`src/rtl/pipelined_control.sv`:
```
// Pipelined RV32I control: decodes in Decode, registers the control word into Execute,
// resolves branches, sequences multi-cycle loads and delays RegWE to Writeback.
// Optional macro CTRL_SIGNED_BRANCH_EN makes BLT/BGE legal.
module pipelined_control #(
  parameter int unsigned WB_DEPTH    = 1,
  parameter int unsigned MEM_LATENCY = 1,
  parameter int unsigned CNT_W       = 3
) (
  input  logic       clk,
  input  logic       nreset,
  input  logic [6:0] op_D,
  input  logic [2:0] funct3_D,
  input  logic       funct7b5_D,
  input  logic       stall_D,
  input  logic       flush_E,
  input  logic       zero_E,
  input  logic       negative_E,
  output logic [1:0] ImmFormatD,
  output logic       RegWE_E,
  output logic       OpBSrcE,
  output logic [1:0] ExPathE,
  output logic [2:0] ALUFuncE,
  output logic       MemWriteE,
  output logic       PCSrcE,
  output logic       RegWE_W,
  output logic       stall_F,
  output logic       illegal_E
);

  localparam logic [6:0] OpImm    = 7'b0010011;
  localparam logic [6:0] OpReg    = 7'b0110011;
  localparam logic [6:0] OpLoad   = 7'b0000011;
  localparam logic [6:0] OpStore  = 7'b0100011;
  localparam logic [6:0] OpBranch = 7'b1100011;
  localparam logic [6:0] OpJal    = 7'b1101111;

  localparam logic [CNT_W-1:0] LoadWait = CNT_W'(MEM_LATENCY - 1);

  typedef struct packed {
    logic       reg_we;
    logic       op_b_src;
    logic [1:0] ex_path;
    logic [2:0] alu_func;
    logic       mem_write;
    logic       branch;
    logic       jump;
    logic [2:0] funct3;
    logic       illegal;
  } ctrl_t;

  ctrl_t                word_d, e_d, e_q;
  logic [1:0]           imm_fmt_d;
  logic                 load_d, legal, alu_ok, br_ok, br_cond;
  logic [2:0]           alu_f;
  logic [CNT_W-1:0]     cnt_d, cnt_q;
  logic [WB_DEPTH-1:0]  wb_d, wb_q;
  logic                 load_wait, e_bubble, wb_in;

  always_comb begin
    word_d    = '0;
    imm_fmt_d = 2'b00;
    load_d    = 1'b0;
    legal     = 1'b1;
    alu_ok    = 1'b1;
    alu_f     = 3'b000;
    br_ok     = 1'b0;
    case (funct3_D)
      3'b000:  alu_f = (op_D == OpReg && funct7b5_D) ? 3'b001 : 3'b000;
      3'b010:  alu_f = 3'b001;
      3'b100:  alu_f = 3'b100;
      3'b110:  alu_f = 3'b011;
      3'b111:  alu_f = 3'b010;
      default: alu_ok = 1'b0;
    endcase
    case (funct3_D)
      3'b000, 3'b001: br_ok = 1'b1;
`ifdef CTRL_SIGNED_BRANCH_EN
      3'b100, 3'b101: br_ok = 1'b1;
`endif
      default:        br_ok = 1'b0;
    endcase
    word_d.funct3 = funct3_D;
    case (op_D)
      OpImm, OpReg: begin
        legal           = alu_ok;
        word_d.reg_we   = 1'b1;
        word_d.op_b_src = (op_D == OpImm);
        word_d.alu_func = alu_f;
      end
      OpLoad: begin
        word_d.reg_we   = 1'b1;
        word_d.op_b_src = 1'b1;
        word_d.ex_path  = 2'b01;
        load_d          = 1'b1;
      end
      OpStore: begin
        word_d.op_b_src  = 1'b1;
        imm_fmt_d        = 2'b01;
        word_d.mem_write = 1'b1;
      end
      OpBranch: begin
        legal           = br_ok;
        imm_fmt_d       = 2'b10;
        word_d.alu_func = 3'b001;
        word_d.branch   = 1'b1;
      end
      OpJal: begin
        word_d.reg_we  = 1'b1;
        word_d.ex_path = 2'b10;
        imm_fmt_d      = 2'b11;
        word_d.jump    = 1'b1;
      end
      default: legal = 1'b0;
    endcase
    // Unsupported encodings become a clean bubble that only flags illegal.
    if (!legal) begin
      word_d         = '0;
      word_d.illegal = 1'b1;
      imm_fmt_d      = 2'b00;
      load_d         = 1'b0;
    end
  end

  always_comb begin
    br_cond = 1'b0;
    case (e_q.funct3)
      3'b000:  br_cond = zero_E;
      3'b001:  br_cond = !zero_E;
`ifdef CTRL_SIGNED_BRANCH_EN
      3'b100:  br_cond = negative_E;
      3'b101:  br_cond = !negative_E;
`endif
      default: br_cond = 1'b0;
    endcase
    PCSrcE = e_q.jump | (e_q.branch & br_cond);
  end

`ifndef CTRL_SIGNED_BRANCH_EN
  logic unused_negative;
  assign unused_negative = negative_E;
`endif

  assign load_wait = |cnt_q;
  assign e_bubble  = flush_E | PCSrcE;
  // Only the cycle an instruction leaves Execute forwards its RegWE; aborted loads never do.
  assign wb_in     = e_q.reg_we & ~load_wait & ~(stall_D & ~e_bubble);

  always_comb begin
    e_d   = e_q;
    cnt_d = cnt_q;
    if (e_bubble) begin
      e_d   = '0;
      cnt_d = '0;
    end else if (load_wait) begin
      cnt_d = cnt_q - CNT_W'(1);
    end else if (!stall_D) begin
      e_d   = word_d;
      cnt_d = load_d ? LoadWait : '0;
    end
  end

  always_comb begin
    wb_d    = wb_q;
    wb_d[0] = wb_in;
    for (int unsigned i = 1; i < WB_DEPTH; i++) wb_d[i] = wb_q[i-1];
  end

  always_ff @(posedge clk) begin
    if (!nreset) begin
      e_q   <= '0;
      cnt_q <= '0;
      wb_q  <= '0;
    end else begin
      e_q   <= e_d;
      cnt_q <= cnt_d;
      wb_q  <= wb_d;
    end
  end

  assign ImmFormatD = imm_fmt_d;
  assign RegWE_E    = e_q.reg_we;
  assign OpBSrcE    = e_q.op_b_src;
  assign ExPathE    = e_q.ex_path;
  assign ALUFuncE   = e_q.alu_func;
  assign MemWriteE  = e_q.mem_write;
  assign illegal_E  = e_q.illegal;
  assign stall_F    = load_wait;
  assign RegWE_W    = wb_q[WB_DEPTH-1];

endmodule

```
`config.mk`:
```
export PLATFORM = sky130hd
export DESIGN_NAME = pipelined_control
export DESIGN_NICKNAME = d
export VERILOG_FILES = /design/src/rtl/pipelined_control.sv
export SDC_FILE = /design/constraint.sdc
export NUM_CORES = 1
export LEC_CHECK = 0
export BUFFER_PORTS_ARGS = -buffer_cell sky130_fd_sc_hd__buf_2
export CORE_MARGIN = 4
export CORE_UTILIZATION = 50
export CTS_CLUSTER_DIAMETER = 150
export DETAILED_ROUTE_END_ITERATION = 12
export PLACE_DENSITY = 0.78
export SLEW_MARGIN = 20
export SYNTH_ARGS = -nofsm -noshare
export SYNTH_HDL_FRONTEND = slang
export SYNTH_SLANG_ARGS = --single-unit
```
`constraint.sdc`:
```
create_clock -name clk -period 3.85 [get_ports clk]
set_input_delay 0.5775 -clock clk [delete_from_list [all_inputs] [get_ports clk]]
set_output_delay 0.5775 -clock clk [all_outputs]
set_load 0.1 [all_outputs]
```
==> reports/qor_table.md, run 1 <==
| Item | Value | Unit |
|:---|:---|:---|
| Outcome | completed | - |
| WS Path Type | input port to output pin | - |
| Die footprint | 2770 | sq um |
| Power density of the placed cells | 304.9 | nW/um^2 |
| Post-detail-place hpwl | 1.594 | mm |
| Number of register bits inferred by synthesis | 18 | - |
| Ant. Diodes | 0 | - |
| Maximum fanout along the worst path | 8 | - |
| Critical Path Sink Type | output pin | - |
| Total track usage | 17.23 | % |
| Maximum clock rate | 0.4041 | GHz |
| FILL cells | 167 | - |
| Largest net degree at the start of global routing | 19 | - |
| HP Start | ALUFuncE[2] | - |
| Total count of max-transition violations in the final report | 0 | - |
| Synth-to-layout area growth | 15.08 | % |
| Leakage power figure | 0.4842 | nW |
| Proportion of layout cells with a drive suffix above 1 | 29.66 | % |
| Port Buffers | 29 | - |
| Number of max-cap violations | 0 | - |
| Routed WL per cell | 12.28 | um |
| Final number of hold-violating endpoints | 0 | - |
| Latest clock arrival within the worst-skew pair | 290 | ps |
| Crit path from | op_D[4] | - |
| Power consumption | 0.3495 | mW |
| Maximum number of buffers from clock root to sink | 2 | - |
| Area occupied by multi-input gates | 554.3 | sq um |
| Number of buffers added by the clock tree synthesis step | 3 | - |
| Final RePlAce weighted congestion | 0.8446 | - |
| Number of rows created at floorplan | 15 | - |
| Distinct cell type count after synthesis | 40 | - |
| Number of hold buffers added after CTS | 0 | - |
| Cells after DPL | 166 | - |
| Total wirelength of the detailed-routed design | 2.087 | mm |
| Async set or reset register ratio after synthesis | 0 | % |
| Vias/cell | 5.441 | - |
| RSZ-0062 raised after global routing | false | - |
| Final critical delay including setup and external delays | 2474 | ps |
| Number of antenna violations at the first check in global routing | 0 | - |
| Sequential Area | 360.3 | sq um |
| Boundary pin count | 31 | - |
| Class of the most critical hold timing path | flip-flop to flip-flop | - |
| Startpoint kind of the worst setup timing path | input port | - |
| Maximum level of the CTS H-tree | 1 | - |
| Most common cell after layout, fill and taps aside | buf_2 | - |
| Number of design-rule violations left by the first detailed-router iteration | 25 | - |
| Synthesized area divided by synthesized cell count | 8.231 | sq um |
| Commonest cells after routing, fill and taps aside | buf_2 (29), nand2_1 (19), dfxtp_1 (18), nor2_1 (12), a21oi_1 (11) | - |
| Clock root cell | clkbuf_4 | - |
| Die Y-Extent | 52.63 | um |
| Initial cell density of the core | 55.28 | % |
| Global-route wire length before repair | 3.650 | mm |
| Post-synthesis net count | 140 | - |
| Clock sink count | 18 | - |
| Total setup buffers inserted after CTS | 0 | - |
| Post-route clock skew | 6.068 | ps |
| Seq/Total Area, Yosys | 36.18 | % |
| Worst slew margin relative to its limit | 53.32 | % |
| Arrival time reported for the critical path endpoint | 1900 | ps |
| Placeable core region | 1802 | sq um |
| Mapped cell area | 996.0 | sq um |
| Reg-to-reg startpoint | cnt_q[0] | - |
| Worst-Margin Slew | 695.5 | ps |
| Data required time at the worst endpoint | 3270 | ps |
| Post-Syn Instances | 121 | - |
| Number of global-route vias before repair | 891 | - |
| Final nets | 165 | - |
| Iteration count of the initial detailed-routing pass | 4 | - |
| Synth warn | 0 | - |
| Worst-case vdd ir drop | 0.0001976 | V |
| Resized Gates After CTS | 0 | - |
| Sum of negative setup slack | 0 | ps |
| Grt total ovfl | 0 | - |
| Clock tree from TritonCTS | built | - |
| Count of placed standard cells in the final layout, fillers left out | 170 | - |
| Number of nets still failing antenna checks after routing | 0 | - |
| Post-route clock period utilization | 64.27 | % |
| Die width | 52.63 | um |
| Number of vias after detailed routing | 925 | - |
| Clock input transition at the sequential cells of the worst setup and hold paths | 110 | ps |
| Residual DRC | 0 | - |
| Post-synth EDFFs | 0 | - |
| Post-synth top flop | dfxtp_1 | - |
| Number of endpoints failing setup at the final stage | 0 | - |
per-stage QoR:
stage	util (%)	area, sq um	worst slack, ps	hold slack, ps
6_report	63.61	1146	1376	451.6
4_1_cts	63.61	1146	1379	457.8
3_5_place_dp	61.60	1110	1396	442.2
2_1_floorplan	-	996.0	59.34	429.7
5_1_grt	63.61	1146	1178	494.7
3_3_place_gp	61.60	1110	1390	436.3
cell type report:
class,instances,share of cell area (%)
multi-input combinational,89,48.36
sequential,18,31.44
timing repair buffer,29,12.66
clock buffer,4,3.166
tap,25,2.729
inverter,5,1.638
metal layers:
layer	track usage (%)	vias up	wire length [um]
li1	-	477	-
met1	22.13	430	928
met2	29.13	16	1065
met3	2.564	2	79
met4	5.532	0	13
met5	0	-	0
worst paths after layout:
check             endpoint  slack (ps)  cells past startpoint
min reg2reg    ALUFuncE[2]         450                      2
max          ImmFormatD[1]        1380                      6
min            ALUFuncE[2]         450                      2
max reg2reg        RegWE_E        1670                      7
state kept, by name, indices dropped and copies added (netlist names):
register   cells
ALUFuncE       3
illegal_E      1
e_q            5
cnt_q          3
OpBSrcE        1
MemWriteE      1
ExPathE        2
RegWE_W        1
RegWE_E        1
synthesized netlist by cell type (2+ instances only):
master	count	area, sq um
buf_2	2	10.01
o22ai_1	2	12.51
dfxtp_1	18	360.4
and3b_1	2	17.52
nor4_1	3	18.77
inv_1	5	18.77
ha_1	2	25.02
nand2_1	19	71.32
a21oi_1	11	55.05
o31ai_2	2	25.02
buf_4	5	37.54
nand2b_1	4	25.02
nand3_1	7	35.03
nor2_1	12	45.04
o2111ai_1	2	17.52
logic make-up (layout without fill, tap and decap cells):
| kind of cell | after synthesis | count (layout) | share of synthesized area [%] |
|---|---|---|---|
| muxes | 1 | 1 | 1.131 |
| DFF | 18 | 18 | 36.18 |
| and+or+nand+nor | 57 | 57 | 29.15 |
| AOI/OAI and AO/OA | 28 | 28 | 21.99 |
| xor gates and xnor gates | 1 | 1 | 0.8796 |
| buffers and inverters | 14 | 38 | 8.166 |
| adders and majority gates | 2 | 2 | 2.512 |
report_power, final:
| group | internal [mW] | switching (mW) | total [mW] |
|---|---|---|---|
| clock network | 0.0575 | 0.0599 | 0.117 |
| registers | 0.187 | 0.000335 | 0.187 |
| logic | 0.0138 | 0.0311 | 0.0449 |
| total | 0.258 | 0.0913 | 0.349 |
critical path, stage by stage:
cell	delay [ps]
buf_2	140
nand3b_1	240
nor4_1	330
nand2_1	100
nand2_1	80
buf_2	420
No activity file was read; power rests on OpenSTA's default activity.
==> run 2: changes to the inputs <==
CORE_UTILIZATION = 49   (was 50)
PLACE_DENSITY = 0.77   (was 0.78)
clock period = 2.5 ns   (was 3.85 ns; I/O delays follow)
==> reports/qor_table.md, run 2 (same netlist as run 1, synthesis figures left out) <==
| Item | Value | Unit | vs previous |
|:---|:---|:---|:---|
| Outcome | completed | - | unchanged |
| Number of nets still failing antenna checks after routing | 0 | - | unchanged |
| Max FFs per register | 5 | - | unchanged |
| Number of rows created at floorplan | 16 | - | was 15 |
| Clock sink count | 18 | - | unchanged |
| Number of buffers added by the clock tree synthesis step | 3 | - | unchanged |
| Largest net degree at the start of global routing | 17 | - | was 19 |
| Boundary pin count | 31 | - | unchanged |
| Number of design-rule violations left by the first detailed-router iteration | 14 | - | was 25 |
| Leakage power figure | 0.4915 | nW | was 0.4842 nW |
| Final nets | 166 | - | was 165 |
| Proportion of layout cells with a drive suffix above 1 | 30.82 | % | was 29.66% |
| Class of the most critical hold timing path | input port to flip-flop | - | was flip-flop to flip-flop |
| Power density of the placed cells | 465.0 | nW/um^2 | was 304.9 nW/um^2 |
| Total count of max-transition violations in the final report | 0 | - | unchanged |
| Routing usage on met3 | 3.662 | % | was 2.564% |
| Commonest cells after routing, fill and taps aside | buf_2 (29), nand2_1 (19), dfxtp_1 (18), nor2_1 (12), a21oi_1 (11) | - | unchanged |
| Startpoint kind of the worst setup timing path | input port | - | unchanged |
| Maximum number of buffers from clock root to sink | 2 | - | unchanged |
| Routed WL per cell | 12.71 | um | was 12.28 um |
| Worst-Margin Slew | 640.0 | ps | was 695.5 ps |
| Worst slew margin relative to its limit | 57.04 | % | was 53.32% |
| Total track usage | 17.94 | % | was 17.23% |
| R2R Setup Slk | 500 | ps | was 1670 ps |
| Total non-filler cell area in the finished layout | 1170 | sq um | was 1146 sq um |
| Number of global-route vias before repair | 924 | - | was 891 |
| Routing usage on met2 | 29.75 | % | was 29.13% |
| Area occupied by multi-input gates | 568.0 | sq um | was 554.3 sq um |
| WS Path Type | input port to output pin | - | unchanged |
| Post-route clock period utilization | 83.45 | % |  |
| Initial cell density of the core | 51.29 | % | was 55.28% |
| Maximum level of the CTS H-tree | 1 | - | unchanged |
| Port Buffers | 29 | - | unchanged |
| Die width | 53.09 | um | was 52.63 um |
| Residual DRC | 0 | - | unchanged |
| Busiest grt layer | met2 | - | unchanged |
| Arrival time reported for the critical path endpoint | 1710 | ps | was 1900 ps |
| Cells after DPL | 169 | - | was 166 |
| Post-detail-place hpwl | 1.689 | mm | was 1.594 mm |
| Number of hold buffers added after CTS | 0 | - | unchanged |
| Worst-case vdd ir drop | 0.0002571 | V | was 0.0001976 V |
| Grt total ovfl | 0 | - | unchanged |
| Critical Path Sink Type | output pin | - | unchanged |
| Final number of hold-violating endpoints | 0 | - | unchanged |
| Total wirelength of the detailed-routed design | 2.199 | mm | was 2.087 mm |
| Die Y-Extent | 53.09 | um | was 52.63 um |
| Global-route wire length before repair | 3.767 | mm | was 3.650 mm |
| Cell Area, Placed | 1134 | sq um | was 1110 sq um |
| Number of antenna violations at the first check in global routing | 0 | - | unchanged |
| Count of placed standard cells in the final layout, fillers left out | 173 | - | was 170 |
| Die footprint | 2818 | sq um | was 2770 sq um |
| Sequential Area | 360.3 | sq um | unchanged |
| Reg with most FFs | e_q | - | unchanged |
| Number of vias after detailed routing | 945 | - | was 925 |
| Iteration count of the initial detailed-routing pass | 4 | - | unchanged |
| Vias/cell | 5.462 | - | was 5.441 |
| Number of endpoints failing setup at the final stage | 0 | - | unchanged |
| Maximum clock rate | 0.4793 | GHz |  |
| Met1 track demand over resource | 21.75 | % | was 22.13% |
| Clock tree from TritonCTS | built | - | unchanged |
| Placeable core region | 1942 | sq um | was 1802 sq um |
| Total setup buffers inserted after CTS | 0 | - | unchanged |
| RSZ-0062 raised after global routing | false | - | unchanged |
| Final RePlAce weighted congestion | 0.9071 | - | was 0.8446 |
| Number of max-cap violations | 0 | - | unchanged |
| Synth-to-layout area growth | 17.46 | % | was 15.08% |
| Data required time at the worst endpoint | 2120 | ps | was 3270 ps |
| FILL cells | 189 | - | was 167 |
| Sum of negative setup slack | 0 | ps | unchanged |
| Clock root cell | clkbuf_4 | - | unchanged |
| Clock input transition at the sequential cells of the worst setup and hold paths | 100 | ps | was 110 ps |
| Maximum fanout along the worst path | 8 | - | unchanged |
| Ant. Diodes | 0 | - | unchanged |
| Resized Gates After CTS | 0 | - | unchanged |
| Latest clock arrival within the worst-skew pair | 300 | ps | was 290 ps |
| Post-route clock skew | 8.112 | ps | was 6.068 ps |
| Power consumption | 0.5440 | mW | was 0.3495 mW |
| Final critical delay including setup and external delays | 2086 | ps |  |
| Most common cell after layout, fill and taps aside | buf_2 | - | unchanged |
==> run 2: cell types whose count changed in the layout (fill, tap and decap cells not counted) <==
cell	before	now
buf_4	0	1
o31ai_1	1	0
o31ai_4	0	1
==> run 2: path summary, 6_finish.rpt <==
check                                 start             to  cells after the start
worst max register to register     cnt_q[0]        RegWE_E                      7
worst min register to register  ALUFuncE[1]    ALUFuncE[1]                      2
worst min-delay path                stall_D        RegWE_W                      2
worst max-delay path                op_D[4]  ImmFormatD[1]                      6
==> run 2: layer usage <==
layer	part of all wire [%]	vias to the layer above
li1	-	479
met4	0.45	0
met3	5.3	2
met5	0	-
met2	48	27
met1	46	437
==> run 2: critical path, stage by stage <==
cell and delay, ps:
buf_2 140, nand3b_1 240, nor4_1 340, nand2_1 110
nand2_1 80, buf_2 420
==> run 2: where the power goes <==
part	internal (mW)	total, mW	switching [mW]
Combinational	0.0225	0.0719	0.0494
Sequential	0.288	0.288	0.000630
Clock	0.0887	0.184	0.0951
Total	0.399	0.544	0.145
==> run 2: area by class of cell <==
| type | instances | share of cell area, % |
|---|---|---|
| Timing Repair Buffer | 30 | 13.05 |
| Multi-Input combinational cell | 89 | 48.56 |
| Inverter | 5 | 1.604 |
| Sequential cell | 18 | 30.80 |
| Clock buffer | 4 | 3.102 |
| Tap cell | 27 | 2.888 |
==> run 2: metrics by stage <==
step / util (%) / setup slack (ps) / hold slack (ps)
floorplan: - / 513.3 / 429.7
global placement: 58.38 / 425.0 / 438.3
detailed placement: 58.38 / 422.1 / 451.7
CTS: 60.24 / 421.9 / 305.0
global route: 60.24 / 287.3 / 341.1
finish: 60.24 / 413.6 / 320.8
==> run 3: changes to the inputs <==
clock period = 2.2 ns   (was 2.5 ns; I/O delays follow)
==> reports/qor_table.md, run 3 (same netlist as run 1, synthesis figures left out) <==
| Item | Value | Unit | vs previous |
|:---|:---|:---|:---|
| Routed WL per cell | 12.86 | um | was 12.71 um |
| Amount of wire on met2 after detailed routing | 1.103 | mm | was 1.051 mm |
| Post-Place Worst Slack | 209.1 | ps | was 422.1 ps |
| Number of antenna violations at the first check in global routing | 0 | - | unchanged |
| Ant. Diodes | 0 | - | unchanged |
| Leakage power figure | 0.4924 | nW | was 0.4915 nW |
| Number of vias after detailed routing | 966 | - | was 945 |
| Ordered list of cells on the worst path | or2_2 -> inv_1 -> ha_1 -> nand2b_1 -> nor4_1 -> a22oi_2 -> a211oi_2 | - | was buf_2 -> nand3b_1 -> nor4_1 -> nand2_1 -> nand2_1 -> buf_2 |
| Clock sink count | 18 | - | unchanged |
| Post-route clock skew | 3.168 | ps | was 8.112 ps |
| Port Buffers | 29 | - | unchanged |
| Number of nets still failing antenna checks after routing | 0 | - | unchanged |
| Post-route met1 wirelength | 1.008 | mm | was 1.021 mm |
| Synth-to-layout area growth | 18.34 | % | was 17.46% |
| Sum of negative setup slack | 0 | ps | unchanged |
| Sequential group share of total power | 57.5 | % | was 53.0% |
| Crit path from | cnt_q[0] | - | was op_D[4] |
| Reg-to-reg startpoint | cnt_q[0] | - | unchanged |
| Number of global-route vias before repair | 912 | - | was 924 |
| RSZ-0062 raised after global routing | false | - | unchanged |
| Final nets | 167 | - | was 166 |
| Final number of hold-violating endpoints | 0 | - | unchanged |
| R2R Setup Slk | 210 | ps | was 500 ps |
| Uppermost layer routed | met3 | - | was met4 |
| R2r worst-path depth | 7 | - | unchanged |
| Resized Gates After CTS | 0 | - | unchanged |
| Number of endpoints failing setup at the final stage | 0 | - | unchanged |
| Number of rows created at floorplan | 16 | - | unchanged |
| Proportion of layout cells with a drive suffix above 1 | 30.82 | % | unchanged |
| Boundary pin count | 31 | - | unchanged |
| Final RePlAce weighted congestion | 0.9343 | - | was 0.9071 |
| Amount of wire on met3 after detailed routing | 112 | um | was 116 um |
| Class of the most critical hold timing path | input port to flip-flop | - | unchanged |
| Total track usage | 17.63 | % | was 17.94% |
| Clock input transition at the sequential cells of the worst setup and hold paths | 100 | ps | about the same |
| Endpoint of the worst-slack reg-to-reg timing path | ALUFuncE[0] | - | was RegWE_E |
| WS Path Type | flip-flop to flip-flop | - | was input port to output pin |
| Post-detail-place hpwl | 1.766 | mm | was 1.689 mm |
| Startpoint kind of the worst setup timing path | flip-flop | - | was input port |
| Grt total ovfl | 0 | - | unchanged |
| Number of buffers added by the clock tree synthesis step | 3 | - | unchanged |
| Total wirelength of the detailed-routed design | 2.224 | mm | was 2.199 mm |
| Reg with most FFs | e_q | - | unchanged |
| Post-route clock period utilization | 90.64 | % |  |
| Power density of the placed cells | 483.7 | nW/um^2 | was 465.0 nW/um^2 |
| Clock tree from TritonCTS | built | - | unchanged |
| Number of max-cap violations | 0 | - | unchanged |
| Number of design-rule violations left by the first detailed-router iteration | 24 | - | was 14 |
| Latest clock arrival within the worst-skew pair | 280 | ps | was 300 ps |
| Number of hold buffers added after CTS | 0 | - | unchanged |
| Final critical delay including setup and external delays | 1994 | ps |  |
| Capture point of the critical path | ALUFuncE[0] | - | was ImmFormatD[1] |
| Maximum fanout along the worst path | 9 | - | was 8 |
| Minimum hold slack | 278.5 | ps | was 320.8 ps |
| Placeable core region | 1942 | sq um | unchanged |
| Total count of max-transition violations in the final report | 0 | - | unchanged |
| Commonest cells after routing, fill and taps aside | buf_2 (28), nand2_1 (19), dfxtp_1 (18), nor2_1 (12), a21oi_1 (11) | - | was buf_2 (29), nand2_1 (19), dfxtp_1 (18), nor2_1 (12), a21oi_1 (11) |
| Total setup buffers inserted after CTS | 0 | - | unchanged |
| Critical Path Slowest Stage Cell | dfxtp_1 | - | was buf_2 |
| Most common cell after layout, fill and taps aside | buf_2 | - | unchanged |
| Net switching share of the total power | 26.97 | % | was 26.68% |
| Maximum clock rate | 0.5015 | GHz |  |
| Initial cell density of the core | 51.29 | % | unchanged |
| Worst slew margin relative to its limit | 56.32 | % | was 57.04% |
| Max FFs per register | 5 | - | unchanged |
| Maximum number of buffers from clock root to sink | 2 | - | unchanged |
| Maximum level of the CTS H-tree | 1 | - | unchanged |
| Part of the total power dissipated in the clock network | 28.1 | % | was 33.8% |
| Worst Setup Slack, final | 206.0 | ps | was 413.6 ps |
| Worst-Margin Slew | 650.8 | ps | was 640.0 ps |
| Net Sw Power | 0.1537 | mW | was 0.1451 mW |
| Residual DRC | 0 | - | unchanged |
| Iteration count of the initial detailed-routing pass | 4 | - | unchanged |
| Clock root cell | clkbuf_4 | - | unchanged |
| Power consumption | 0.5701 | mW | was 0.5440 mW |
| Global-route wire length before repair | 3.774 | mm | was 3.767 mm |
| Die Y-Extent | 53.09 | um | unchanged |
| Die width | 53.09 | um | unchanged |
| Internal Pwr Total | 0.4164 | mW | was 0.3989 mW |
| Outcome | completed | - | unchanged |
| Comb power frac | 14.5 | % | was 13.2% |
| Vias/cell | 5.584 | - | was 5.462 |
| Data required time at the worst endpoint | 2410 | ps | was 2120 ps |
| Die footprint | 2818 | sq um | unchanged |
| Critical Path Sink Type | flip-flop | - | was output pin |
| Worst-case vdd ir drop | 0.0003134 | V | was 0.0002571 V |
| Slowest cell delay on critical path | 350 | ps | was 420 ps |
| Arrival time reported for the critical path endpoint | 2200 | ps | was 1710 ps |
| Largest net degree at the start of global routing | 17 | - | unchanged |
run 3: how the worst min path moves through the flow:
stage                start           to  slack, ps  cells after the start
6_report           stall_D      RegWE_W        280                      2
4_1_cts            stall_D      RegWE_W        270                      2
3_3_place_gp   ALUFuncE[2]  ALUFuncE[2]        440                      2
2_1_floorplan      stall_D      RegWE_W        420                      1
3_5_place_dp   ALUFuncE[1]  ALUFuncE[1]        450                      2
5_1_grt            stall_D      RegWE_W        300                      2
run 3: power groups by stage:
stage | sequential [mW] | combinational, mW | clock [mW]
floorplan | 0.342 | 0.0430 | 0
global placement | 0.335 | 0.0800 | 0
detailed placement | 0.335 | 0.0815 | 0
CTS | 0.328 | 0.0821 | 0.166
global route | 0.328 | 0.0905 | 0.178
finish | 0.328 | 0.0824 | 0.160
run 3: area by class of cell:
class	count	area (sq um)
Timing Repair Buffer	31	175.2
Inverter	5	18.77
Tap cell	27	33.78
Multi-Input combinational cell	89	568.0
Sequential cell	18	360.3
Fill cell	191	763.2
Clock buffer	3	22.52
run 3: metal layers:
metal | vias to the layer above | global-route usage (%)
li1 | 481 | -
met1 | 459 | 21.67
met2 | 26 | 30.99
met3 | 0 | 3.099
met4 | 0 | 5.106
met5 | - | 0
run 3: critical path, delay by kind of cell (launching register included):
kind	cells	cell delay (ps)
compound gates	2	420
simple gates	3	840
fa+ha+maj	1	250
buf+inv	1	70
flops	1	350
run 3: through the flow:
step / utilization [%] / cells / area [sq um]
CTS: 60.70 / 173 / 1179
floorplan: - / 121 / 1010
global placement: 59.54 / 170 / 1156
detailed placement: 59.54 / 170 / 1156
global route: 60.70 / 173 / 1179
finish: 60.70 / 173 / 1179
